File: src/rtl/serial_in_queue_if.sv
// rtl/serial_in_queue_if.sv - producer handshake and CPU load/store bus for the serial input queue
interface serial_in_queue_if;
    logic        in_valid;
    logic [7:0]  in_data;
    logic        in_ready;
    logic [31:0] address;
    logic [31:0] data;
    logic        MemRead;
    logic        MemWrite;
    logic [31:0] cpu_rd_data;
    logic        QueueAddress;
    logic        QueueInterrupt;

    modport master (
        output in_valid, in_data, address, data, MemRead, MemWrite,
        input  in_ready, cpu_rd_data, QueueAddress, QueueInterrupt
    );

    modport slave (
        input  in_valid, in_data, address, data, MemRead, MemWrite,
        output in_ready, cpu_rd_data, QueueAddress, QueueInterrupt
    );
endinterface

File: src/rtl/serial_in_queue.sv
// rtl/serial_in_queue.sv - memory-mapped byte FIFO input device with pending/overflow interrupt
module serial_in_queue #(
    parameter int          DEPTH       = 8,
    parameter logic [31:0] DATA_ADDR   = 32'hffff0070,
    parameter logic [31:0] STATUS_ADDR = 32'hffff0074,
    parameter logic [31:0] ACK_ADDR    = 32'hffff0078
) (
    input logic              clk,
    input logic              reset,
    serial_in_queue_if.slave bus
);
    localparam int PW = $clog2(DEPTH);
    localparam int CW = PW + 1;

    logic [7:0]    fifo [DEPTH];
    logic [PW-1:0] head;
    logic [PW-1:0] tail;
    logic [CW-1:0] count;
    logic          pending;
    logic          overflow;

    logic hit_data;
    logic hit_status;
    logic hit_ack;
    logic full;
    logic empty;
    logic push;
    logic pop;
    logic drop;
    logic ack;

    assign hit_data   = (bus.address == DATA_ADDR);
    assign hit_status = (bus.address == STATUS_ADDR);
    assign hit_ack    = (bus.address == ACK_ADDR);

    assign full  = (count == CW'(DEPTH));
    assign empty = (count == '0);

    // Acceptance depends only on the registered count, so a same-cycle pop never frees a slot early.
    assign bus.in_ready = !full;
    assign push = bus.in_valid && !full;
    assign drop = bus.in_valid && full;
    assign pop  = bus.MemRead && hit_data && !empty;
    assign ack  = bus.MemWrite && hit_ack;

    assign bus.QueueAddress   = hit_data || hit_status || hit_ack;
    assign bus.QueueInterrupt = pending;

    // Load data mux: head byte, status word, or zero for anything else.
    always_comb begin
        bus.cpu_rd_data = 32'b0;
        if (hit_data && !empty) begin
            bus.cpu_rd_data = {24'b0, fifo[head]};
        end else if (hit_status) begin
            bus.cpu_rd_data = {pending, 15'b0, 8'(count), 5'b0, overflow, full, empty};
        end
    end

    // Byte storage; contents need no reset because reads are gated by count.
    always_ff @(posedge clk) begin
        if (!reset && push) begin
            fifo[tail] <= bus.in_data;
        end
    end

    // Pointers, occupancy and flags; sets beat a simultaneous ack, reset beats everything.
    always_ff @(posedge clk) begin
        if (reset) begin
            head     <= '0;
            tail     <= '0;
            count    <= '0;
            pending  <= 1'b0;
            overflow <= 1'b0;
        end else begin
            if (push) begin
                tail <= tail + PW'(1);
            end
            if (pop) begin
                head <= head + PW'(1);
            end
            if (push && !pop) begin
                count <= count + CW'(1);
            end else if (pop && !push) begin
                count <= count - CW'(1);
            end
            if (push) begin
                pending <= 1'b1;
            end else if (ack) begin
                pending <= 1'b0;
            end
            if (drop) begin
                overflow <= 1'b1;
            end else if (ack) begin
                overflow <= 1'b0;
            end
        end
    end
endmodule

File: src/flat_wrapper.sv
// flat-port wrapper written by rule: the top's interface ports become plain ports
module serial_in_queue_flat 
#(
    parameter int          DEPTH       = 8,
    parameter logic [31:0] DATA_ADDR   = 32'hffff0070,
    parameter logic [31:0] STATUS_ADDR = 32'hffff0074,
    parameter logic [31:0] ACK_ADDR    = 32'hffff0078
)
  (clk, reset, bus_in_valid, bus_in_data, bus_address, bus_data, bus_MemRead, bus_MemWrite, bus_in_ready, bus_cpu_rd_data, bus_QueueAddress, bus_QueueInterrupt);
  serial_in_queue_if bus_i ();
  input logic clk;
  input logic reset;
  input wire logic [$bits(bus_i.in_valid)-1:0] bus_in_valid;
  input wire logic [$bits(bus_i.in_data)-1:0] bus_in_data;
  input wire logic [$bits(bus_i.address)-1:0] bus_address;
  input wire logic [$bits(bus_i.data)-1:0] bus_data;
  input wire logic [$bits(bus_i.MemRead)-1:0] bus_MemRead;
  input wire logic [$bits(bus_i.MemWrite)-1:0] bus_MemWrite;
  output wire logic [$bits(bus_i.in_ready)-1:0] bus_in_ready;
  output wire logic [$bits(bus_i.cpu_rd_data)-1:0] bus_cpu_rd_data;
  output wire logic [$bits(bus_i.QueueAddress)-1:0] bus_QueueAddress;
  output wire logic [$bits(bus_i.QueueInterrupt)-1:0] bus_QueueInterrupt;
  assign bus_i.in_valid = bus_in_valid;
  assign bus_i.in_data = bus_in_data;
  assign bus_i.address = bus_address;
  assign bus_i.data = bus_data;
  assign bus_i.MemRead = bus_MemRead;
  assign bus_i.MemWrite = bus_MemWrite;
  assign bus_in_ready = bus_i.in_ready;
  assign bus_cpu_rd_data = bus_i.cpu_rd_data;
  assign bus_QueueAddress = bus_i.QueueAddress;
  assign bus_QueueInterrupt = bus_i.QueueInterrupt;
  serial_in_queue #(.DEPTH(DEPTH), .DATA_ADDR(DATA_ADDR), .STATUS_ADDR(STATUS_ADDR), .ACK_ADDR(ACK_ADDR)) u_core (.clk(clk), .reset(reset), .bus(bus_i));
endmodule
File: config.mk
export PLATFORM = sky130hd
export DESIGN_NAME = serial_in_queue_flat
export DESIGN_NICKNAME = d
export VERILOG_FILES = /design/src/rtl/serial_in_queue_if.sv /design/src/rtl/serial_in_queue.sv /design/src/flat_wrapper.sv
export SDC_FILE = /design/constraint.sdc
export NUM_CORES = 1
export LEC_CHECK = 0
export CAP_MARGIN = 20
export CORE_ASPECT_RATIO = 1.4
export CORE_MARGIN = 3
export CORE_UTILIZATION = 37
export DETAILED_ROUTE_END_ITERATION = 8
export PLACE_DENSITY = 0.75
export SETUP_SLACK_MARGIN = 0.05
export SLEW_MARGIN = 20
export SYNTH_ARGS = -nofsm -noshare
export SYNTH_HDL_FRONTEND = slang
export SYNTH_SLANG_ARGS = --single-unit
File: constraint.sdc
create_clock -name clk -period 4.4 [get_ports clk]
set_clock_uncertainty 0.1 [all_clocks]
set_input_delay 1.1 -clock clk [delete_from_list [all_inputs] [get_ports clk]]
set_output_delay 1.1 -clock clk [all_outputs]
set_load 0.02 [all_outputs]
# After elaboration in Yosys (flattened, before gate mapping)
# Memories as Yosys holds them, arrays and structs flattened. A register that Yosys moved wholly into a read port is not among the register bits.
# Index checks and enable logic that the tools add are counted.
[classes] n_addsub=4 n_eq_ne=4 n_mux=11 n_reduce_logical=20
[ops] op="$eq 32x32->1 const B" n=3
[ops] op="$mux 32" n=2
[ops] op="$logic_and 1x1->1" n=9
[ops] op="$mux 4" n=2
[ops] op="$add 3x1->3 const B" n=2
[ops] op="$mux 3" n=2
[ops] op="$reduce_bool 2->1" n=3
[ops] op="$logic_not 1->1" n=5
[ops] op="$mux 1" n=5
[ops] op="$add 4x1->4 const B" n=1
[ops] op="$eq 4x4->1 const B" n=1
[ops] op="$logic_not 4->1" n=1
[ops] op="$sub 4x1->4 const B" n=1
[ops] op="$logic_or 1x1->1" n=2
[totals] ff_bits=12 ram_bits=64 inputBits=77 output_inout_bits=35 wordCells=45 memories=1
[memory_table] name="u_core.fifo" words=8 word_bits=8 read_ports=1 rd_clocked_by_memory_dff=1 wr=1 line="serial_in_queue.sv:15" text="logic [7:0] fifo [DEPTH];"

# Logic depth before layout (Yosys ltp)
# Gate-level depths: netlist of the first run.
[depth] depth_word=7 ltp_mapped=11 ltp_nobuf=11

# Least setup slack after synthesis of the first run
# No wires, ideal clock.
[synth_path] path_type="input to output" startpoint="in bus_address[1]" endpoint="out bus_cpu_rd_data[0]" arrival_time_ns=2.435 setup_slack_ns=0.765 cell_stages=4 path_buffers=0 path_cell_list="nand4b_1 > nor4_1 > nand2_1 > a211oi_1"
[synth_via] elab_chain_cells=3 word_cells_on_any_way=5 classes_between="2 x eq/ne; 2 x mux; 1 x reduce/logical"
[synth_lines] item="from (decl)" line="flat_wrapper.sv:15" text="input wire logic [$bits(bus_i.address)-1:0] bus_address;"
[synth_lines] item="$eq 32x32->1, on equally long branches" line="serial_in_queue.sv:33, serial_in_queue.sv:32"
[synth_lines] item="$mux 32 or $logic_and 1x1->1 (tied branches)" line="serial_in_queue.sv:54, serial_in_queue.sv:52"
[synth_lines] item="$mux 32 *" line="serial_in_queue.sv:52" text="if (hit_data && !empty) begin"
[synth_lines] item="to (decl)" line="flat_wrapper.sv:20" text="output wire logic [$bits(bus_i.cpu_rd_data)-1:0] bus_cpu_rd_data;"
# Mark *: on every way between the ends. The rest lies on a longest branch, timed or not.

# Worst setup path after layout of the first run
[layout_path] startpoint="in bus_address[5]" endpoint="out bus_cpu_rd_data[6]"
[layout_via] elab_chain_cells=3
[layout_lines] item="$eq 32x32->1" line="serial_in_queue.sv:32" text="assign hit_data = (bus.address == DATA_ADDR);"
[layout_lines] item="$logic_and 1x1->1" line="serial_in_queue.sv:52"
[layout_lines] item="$mux 32" line="serial_in_queue.sv:52"
# No other way between the ends.

==> impl_metrics.tcl, run 1 <==
set metrics [dict create \
    post_cts_buffers 0 \
    wire_per_inst_um 17.0 \
    p_seq_frac 0.495 \
    grt_max_degree 19 \
    seq_area_frac_synth 0.629 \
    cap_violations 0 \
    period_share 0.961 \
    dieArea_sq_um 10800 \
    synth_edf_count 64 \
    core-area_sq_um 9180 \
    syn_inst 235 \
    synth.avg_cell_area_sq_um 15.0 \
    final-max-slew-violation-count 0 \
    synth_ff_type "edfxtp_1" \
    min_period_ns 4.23 \
    cts_tree "built" \
    swShare 0.233 \
    startpoint_type "input pin" \
    hp-class "register to register" \
    cellLeakagePower_nw 1.63 \
    area_growth_syn_to_layout_pct 29.2 \
    cts_made_buffers 9 \
    antenna_left 0 \
    drtIter0Drc 79 \
    rsz0062_at_grt "true" \
    p_comb_frac 0.126 \
    clkLatencyLatePin_ns 0.33 \
    synth.ff_latch_count 79 \
    r2r_slack_ns 1.36 \
    timing.fmax_ghz 0.237 \
    grt_pass1_wl_um 10900 \
    grt-ovfl-total 0 \
    status "finished clean" \
    async_reset_ff_frac 0 \
    place.gp.congestion 0.776 \
    worst_pin_slew_ns 0.585 \
    clk_pin_slew_worst_paths_ns 0.05 \
    ir_drop_mv 0.258 \
    drc 0 \
    die_height_um 122 \
    relSlewSlack 0.610 \
    totalWireLength_um 7260 \
    endpoint_kind "primary output" \
    critical_path_class "input pin to primary output" \
    grt_pass1_vias 2162 \
    ys_types 37 \
    vias_per_cell 5.12 \
    finalSetupViolations 0 \
    hold_viol_final 0 \
    firstDrtPassIters 4 \
    intPower_mw 1.35 \
    fillers 777 \
    clockRootBuffer "clkbuf_16" \
    start_util 0.385 \
    rows 41 \
    fin_ws_ns 0.173 \
    io_buffer_count 60 \
    crit_path_max_fanout 7 \
    dp.cells 412 \
    antenna_cells 0 \
    instances_no_fill 428 \
    power.density_nw_per_um2 384 \
    dp_hpwl_um 5190 \
    via_count 2191 \
    num_io_pins 112 \
    nets 399 \
    cts.sinks 79 \
    synth_area_sq_um 3530 \
    grt_util_all_layers 0.142 \
    p_clk_frac 0.379 \
    htree_levels 3 \
    cts_buffer_depth 2 \
    worstPathRequired_ns 3.20 \
    cp.arrival_ns 3.03 \
    antenna_found_initial 0 \
    die_w_um 88.6 \
    dp_worst_setup_slack_ns -0.264 \
    drive_gt1_frac 0.199 \
    yosys_warnings 0 \
    p_switching_uw 409 \
]
==> power groups by stage <==
stage          combinational, mW  clock (mW)  sequential [mW]
6_report                   0.221       0.665            0.868
5_1_grt                    0.247       0.712            0.873
4_1_cts                    0.223       0.682            0.868
3_5_place_dp               0.221           0            0.884
3_3_place_gp               0.214           0            0.881
2_1_floorplan              0.143           0            0.878
==> worst max-delay path: stages <==
cell,delay (ns)
clkdlybuf4s50_1,0.44
nor4bb_1,0.29
buf_4,0.16
and4_1,0.23
nand2_2,0.17
nor3_1,0.26
dlygate4sd2_1,0.36
==> final cells by class <==
cell class | instances | area (sq um) | area share
clock buffer | 11 | 243 | 0.0532
clock inverter | 5 | 33.8 | 0.00740
sequential | 79 | 2220 | 0.487
multi-input combinational | 144 | 1200 | 0.263
tap | 107 | 134 | 0.0293
inverter | 3 | 11.3 | 0.00247
timing repair buffer | 79 | 719 | 0.158
==> cell families (layout without fill, tap and decap cells) <==
group | count (synthesis) | count (layout) | share of synthesized area
XOR/XNOR | 4 | 4 | 0.00992
flip-flops | 79 | 79 | 0.629
AO/OA/AOI/OAI | 12 | 12 | 0.0220
multiplexers | 31 | 31 | 0.147
other | 1 | 19 | 0.00106
buffers and inverters | 30 | 98 | 0.0546
AND/OR/NAND/NOR | 72 | 72 | 0.113
adder cells (fa/ha/maj) | 6 | 6 | 0.0234
==> registers in the layout, summed over array words and instances (netlist names), named ones only <==
signal	count
u_core.head	3
u_core.bus.QueueInterrupt	1
u_core.overflow	1
u_core.count	4
u_core.tail	3
u_core.fifo	64
==> layout by cell type, fill, tap and decap left out, types with 2 or more instances in the layout <==
master            n
xor2_1            2
clkbuf_16         9
nor4_2            3
dfxtp_1          15
nand2b_1          4
dlygate4sd2_1    10
xnor2_1           2
nor2b_1           5
nand4_1           6
nor2_1           19
inv_1             3
buf_4            19
mux2_2            5
nor4b_1           2
conb_1           19
ha_1              5
clkdlybuf4s50_1  46
clkbuf_2          2
o41ai_1           2
nor3_1            7
and3_1            5
or3_1             3
edfxtp_1         64
clkinvlp_4        2
a21oi_1           6
a22oi_1           2
mux2i_1           9
mux4_2           16
clkinv_2          2
nand2_1           8
==> per-layer routing <==
metal / global-route usage / up-vias / routed length, um
met5: 0 / - / 0
met4: 0.0662 / 0 / 150
met3: 0.0345 / 13 / 510
met2: 0.255 / 96 / 3790
met1: 0.154 / 1052 / 2810
li1: - / 1030 / -
==> metrics by stage <==
step / power, mW / area [sq um] / util / setup TNS [ns] / hold WS (ns)
after floorplan: 1.02 / 3600 / - / 0 / 0.343
after global placement: 1.09 / 4290 / 0.468 / -2.26 / 0.355
after detailed placement: 1.10 / 4290 / 0.468 / -2.79 / 0.359
after CTS: 1.77 / 4570 / 0.498 / 0 / 0.366
after global routing: 1.83 / 4560 / 0.497 / 0 / 0.400
final: 1.75 / 4560 / 0.497 / 0 / 0.364
==> cell usage after synthesis, types with 2 or more instances <==
master | n | area share
mux4_2 | 16 | 0.10
nor4_2 | 2 | 0.0071
xnor2_1 | 2 | 0.0050
nor4_1 | 2 | 0.0035
buf_2 | 4 | 0.0057
mux2_2 | 5 | 0.016
buf_4 | 20 | 0.043
a22oi_1 | 2 | 0.0043
o41ai_1 | 2 | 0.0050
ha_1 | 5 | 0.018
or3_1 | 3 | 0.0053
nand2b_1 | 4 | 0.0071
nor3_1 | 8 | 0.011
nor4b_1 | 2 | 0.0050
nand2_1 | 9 | 0.0096
nand4_1 | 6 | 0.011
a21oi_1 | 6 | 0.0085
inv_1 | 3 | 0.0032
clkbuf_1 | 3 | 0.0032
xor2_1 | 2 | 0.0050
nor2b_1 | 5 | 0.0089
mux2i_1 | 9 | 0.026
nor2_1 | 20 | 0.021
and3_1 | 5 | 0.0089
edfxtp_1 | 64 | 0.54
dfxtp_1 | 15 | 0.085
==> path summary, 6_finish.rpt <==
kind / startpoint / to / cells after the start
max: bus_address[5] / bus_cpu_rd_data[6] / 7
min: u_core.overflow / u_core.overflow / 2
max reg2reg: u_core.count[0] / u_core.count[3] / 11
min reg2reg: u_core.overflow / u_core.overflow / 2
==> timing repair <==
action	CTS	global route
resized for setup	18	7
hold buffers	0	0
endpoints found under the setup margin	14	5
hold endpoints to repair	0	0
(Power assumes the default switching activity.)
==> inputs of run 2 (changes only) <==
CORE_ASPECT_RATIO = not set   (was 1.4)
==> impl_metrics.tcl, run 2 (synthesis gave the netlist of run 1 again) <==
set metrics [dict create \
    startpoint "bus_address[5]" \
    via_count 2186 \
    r2r_end "u_core.count[3]" \
    grt-ovfl-total 0 \
    final-max-slew-violation-count 0 \
    fin_ws_ns 0.123 \
    drive_gt1_frac 0.201 \
    critical_path_class "input pin to primary output" \
    place.gp.congestion 0.801 \
    cts_made_buffers 9 \
    cp.arrival_ns 3.08 \
    reg2reg_from "u_core.count[0]" \
    relSlewSlack 0.430 \
    r2r_slack_ns 1.15 \
    instances_no_fill 452 \
    slowest_stage "clkdlybuf4s50_1" \
    num_io_pins 112 \
    ir_drop_mv 0.236 \
    status "finished clean" \
    startpoint_type "input pin" \
    core-area_sq_um 9240 \
    top_regs "u_core.fifo (64), u_core.count (4)" \
    cap_violations 0 \
    layout_commonest_cell "edfxtp_1" \
    rsz0062_at_grt "false" \
    crit_end "bus_cpu_rd_data[3]" \
    worst_pin_slew_ns 0.851 \
    htree_levels 3 \
    endpoint_kind "primary output" \
    antenna_found_initial 0 \
    min_period_ns 4.28 \
    grt_pass1_wl_um 11300 \
    hp-class "register to register" \
    dp.cells 436 \
    cts_tree "built" \
    worstPathRequired_ns 3.20 \
    finalSetupViolations 0 \
    antenna_left 0 \
    firstDrtPassIters 6 \
    clk_pin_slew_worst_paths_ns 0.08 \
    max_stage_delay_ns 0.45 \
    grt_util_all_layers 0.138 \
    cp_top_family "buffers and inverters" \
    start_util 0.382 \
    power.density_nw_per_um2 389 \
    nets 401 \
    grt_pass1_vias 2164 \
    regMostFlops "u_core.fifo" \
    die_height_um 104 \
    cp_num_buf_inv 3 \
    largest_reg_flops 64 \
    rows 35 \
    die_w_um 104 \
    worstRegToRegCells 11 \
    hold_viol_final 0 \
    dp_worst_setup_slack_ns -0.206 \
    dieArea_sq_um 10800 \
    drtIter0Drc 71 \
    fillers 777 \
    io_buffer_count 60 \
    cts_buffer_depth 2 \
    antenna_cells 0 \
    totalWireLength_um 7480 \
    clkLatencyLatePin_ns 0.35 \
    cts.sinks 79 \
    grt_max_degree 19 \
    dp_hpwl_um 5450 \
    wire_per_inst_um 16.5 \
    vias_per_cell 4.84 \
    timing.fmax_ghz 0.234 \
    crit_chain "clkdlybuf4s50_1 > nor4bb_2 > and4_1 > nand2_1 > buf_12 > nor3_1 > dlygate4sd2_1" \
    path_depth 7 \
    cellLeakagePower_nw 1.66 \
    period_share 0.972 \
    clockRootBuffer "clkbuf_8" \
    final_cell_mix "edfxtp_1 (64), clkdlybuf4s50_1 (46), nor2_1 (20), buf_4 (20), conb_1 (19)" \
    crit_path_max_fanout 8 \
    area_growth_syn_to_layout_pct 30.9 \
    drc 0 \
]
## run 2: cell types whose count changed in the layout (fill, tap and decap cells not counted), moves of 2 or more
| cell | previous run | this run |
|---|---|---|
| clkbuf_16 | 9 | 0 |
| clkbuf_8 | 1 | 10 |
| bufinv_16 | 0 | 4 |
| dlygate4sd2_1 | 10 | 13 |
| clkinv_2 | 2 | 0 |
| clkinvlp_4 | 2 | 0 |
## run 2: power by group
group | total, mW | internal, mW | leakage (nW) | switching (mW)
registers | 0.868 | 0.839 | 0.700 | 0.0284
clock network | 0.707 | 0.451 | 0.134 | 0.256
logic | 0.225 | 0.112 | 0.827 | 0.113
total | 1.80 | 1.40 | 1.66 | 0.398
## run 2: final cells by class
cell class	instances	area, sq um	share of cell area
Inverter	3	11.3	0.00244
Timing Repair Buffer	81	749	0.162
Tap cell	129	161	0.0349
Sequential cell	79	2220	0.481
Multi-Input combinational cell	144	1210	0.261
Clock buffer	11	141	0.0306
Clock inverter	5	129	0.0279
## run 2: worst reg2reg max path, cell delays in order (launching register included)
cell	delay, ns
dfxtp_1	0.40
nor4b_1	0.68
inv_1	0.16
nand2_1	0.17
inv_1	0.13
ha_1	0.23
inv_1	0.13
ha_1	0.25
a21o_1	0.18
a21oi_1	0.17
mux2i_1	0.21
mux2_2	0.34
## run 2: stage by stage
stage	hold slack [ns]	instance area, sq um	power, mW	utilization	setup TNS (ns)
floorplan	0.343	3600	1.02	-	0
global route	0.396	4620	1.87	0.500	0
CTS	0.371	4600	1.81	0.498	0
detailed placement	0.360	4350	1.11	0.471	-1.35
global placement	0.359	4350	1.10	0.471	-1.33
finish	0.377	4620	1.80	0.500	0
## run 2: worst min-delay path by stage
stage                               start               to  slack (ns)  cells after the start
after floorplan           u_core.overflow  u_core.overflow        0.34                      2
after global placement    u_core.overflow  u_core.overflow        0.36                      2
after detailed placement  u_core.overflow  u_core.overflow        0.36                      2
after CTS                 u_core.overflow  u_core.overflow        0.37                      2
after global routing      u_core.overflow  u_core.overflow        0.40                      2
final                     u_core.overflow  u_core.overflow        0.38                      2
## run 2: timing repair
| action | in CTS | in global routing |
|---|---|---|
| hold buffers | 0 | 0 |
| gates resized for setup | 14 | 7 |
| buffers inserted | 0 | 0 |
| endpoints found under the setup margin | 14 | 6 |
## run 2: per-layer routing
layer	GRT usage	routed length, um	up-vias
met5	0	0	-
met4	0.0560	121	0
met3	0.0368	327	12
met2	0.254	4180	64
met1	0.150	2850	1076
li1	-	-	1034
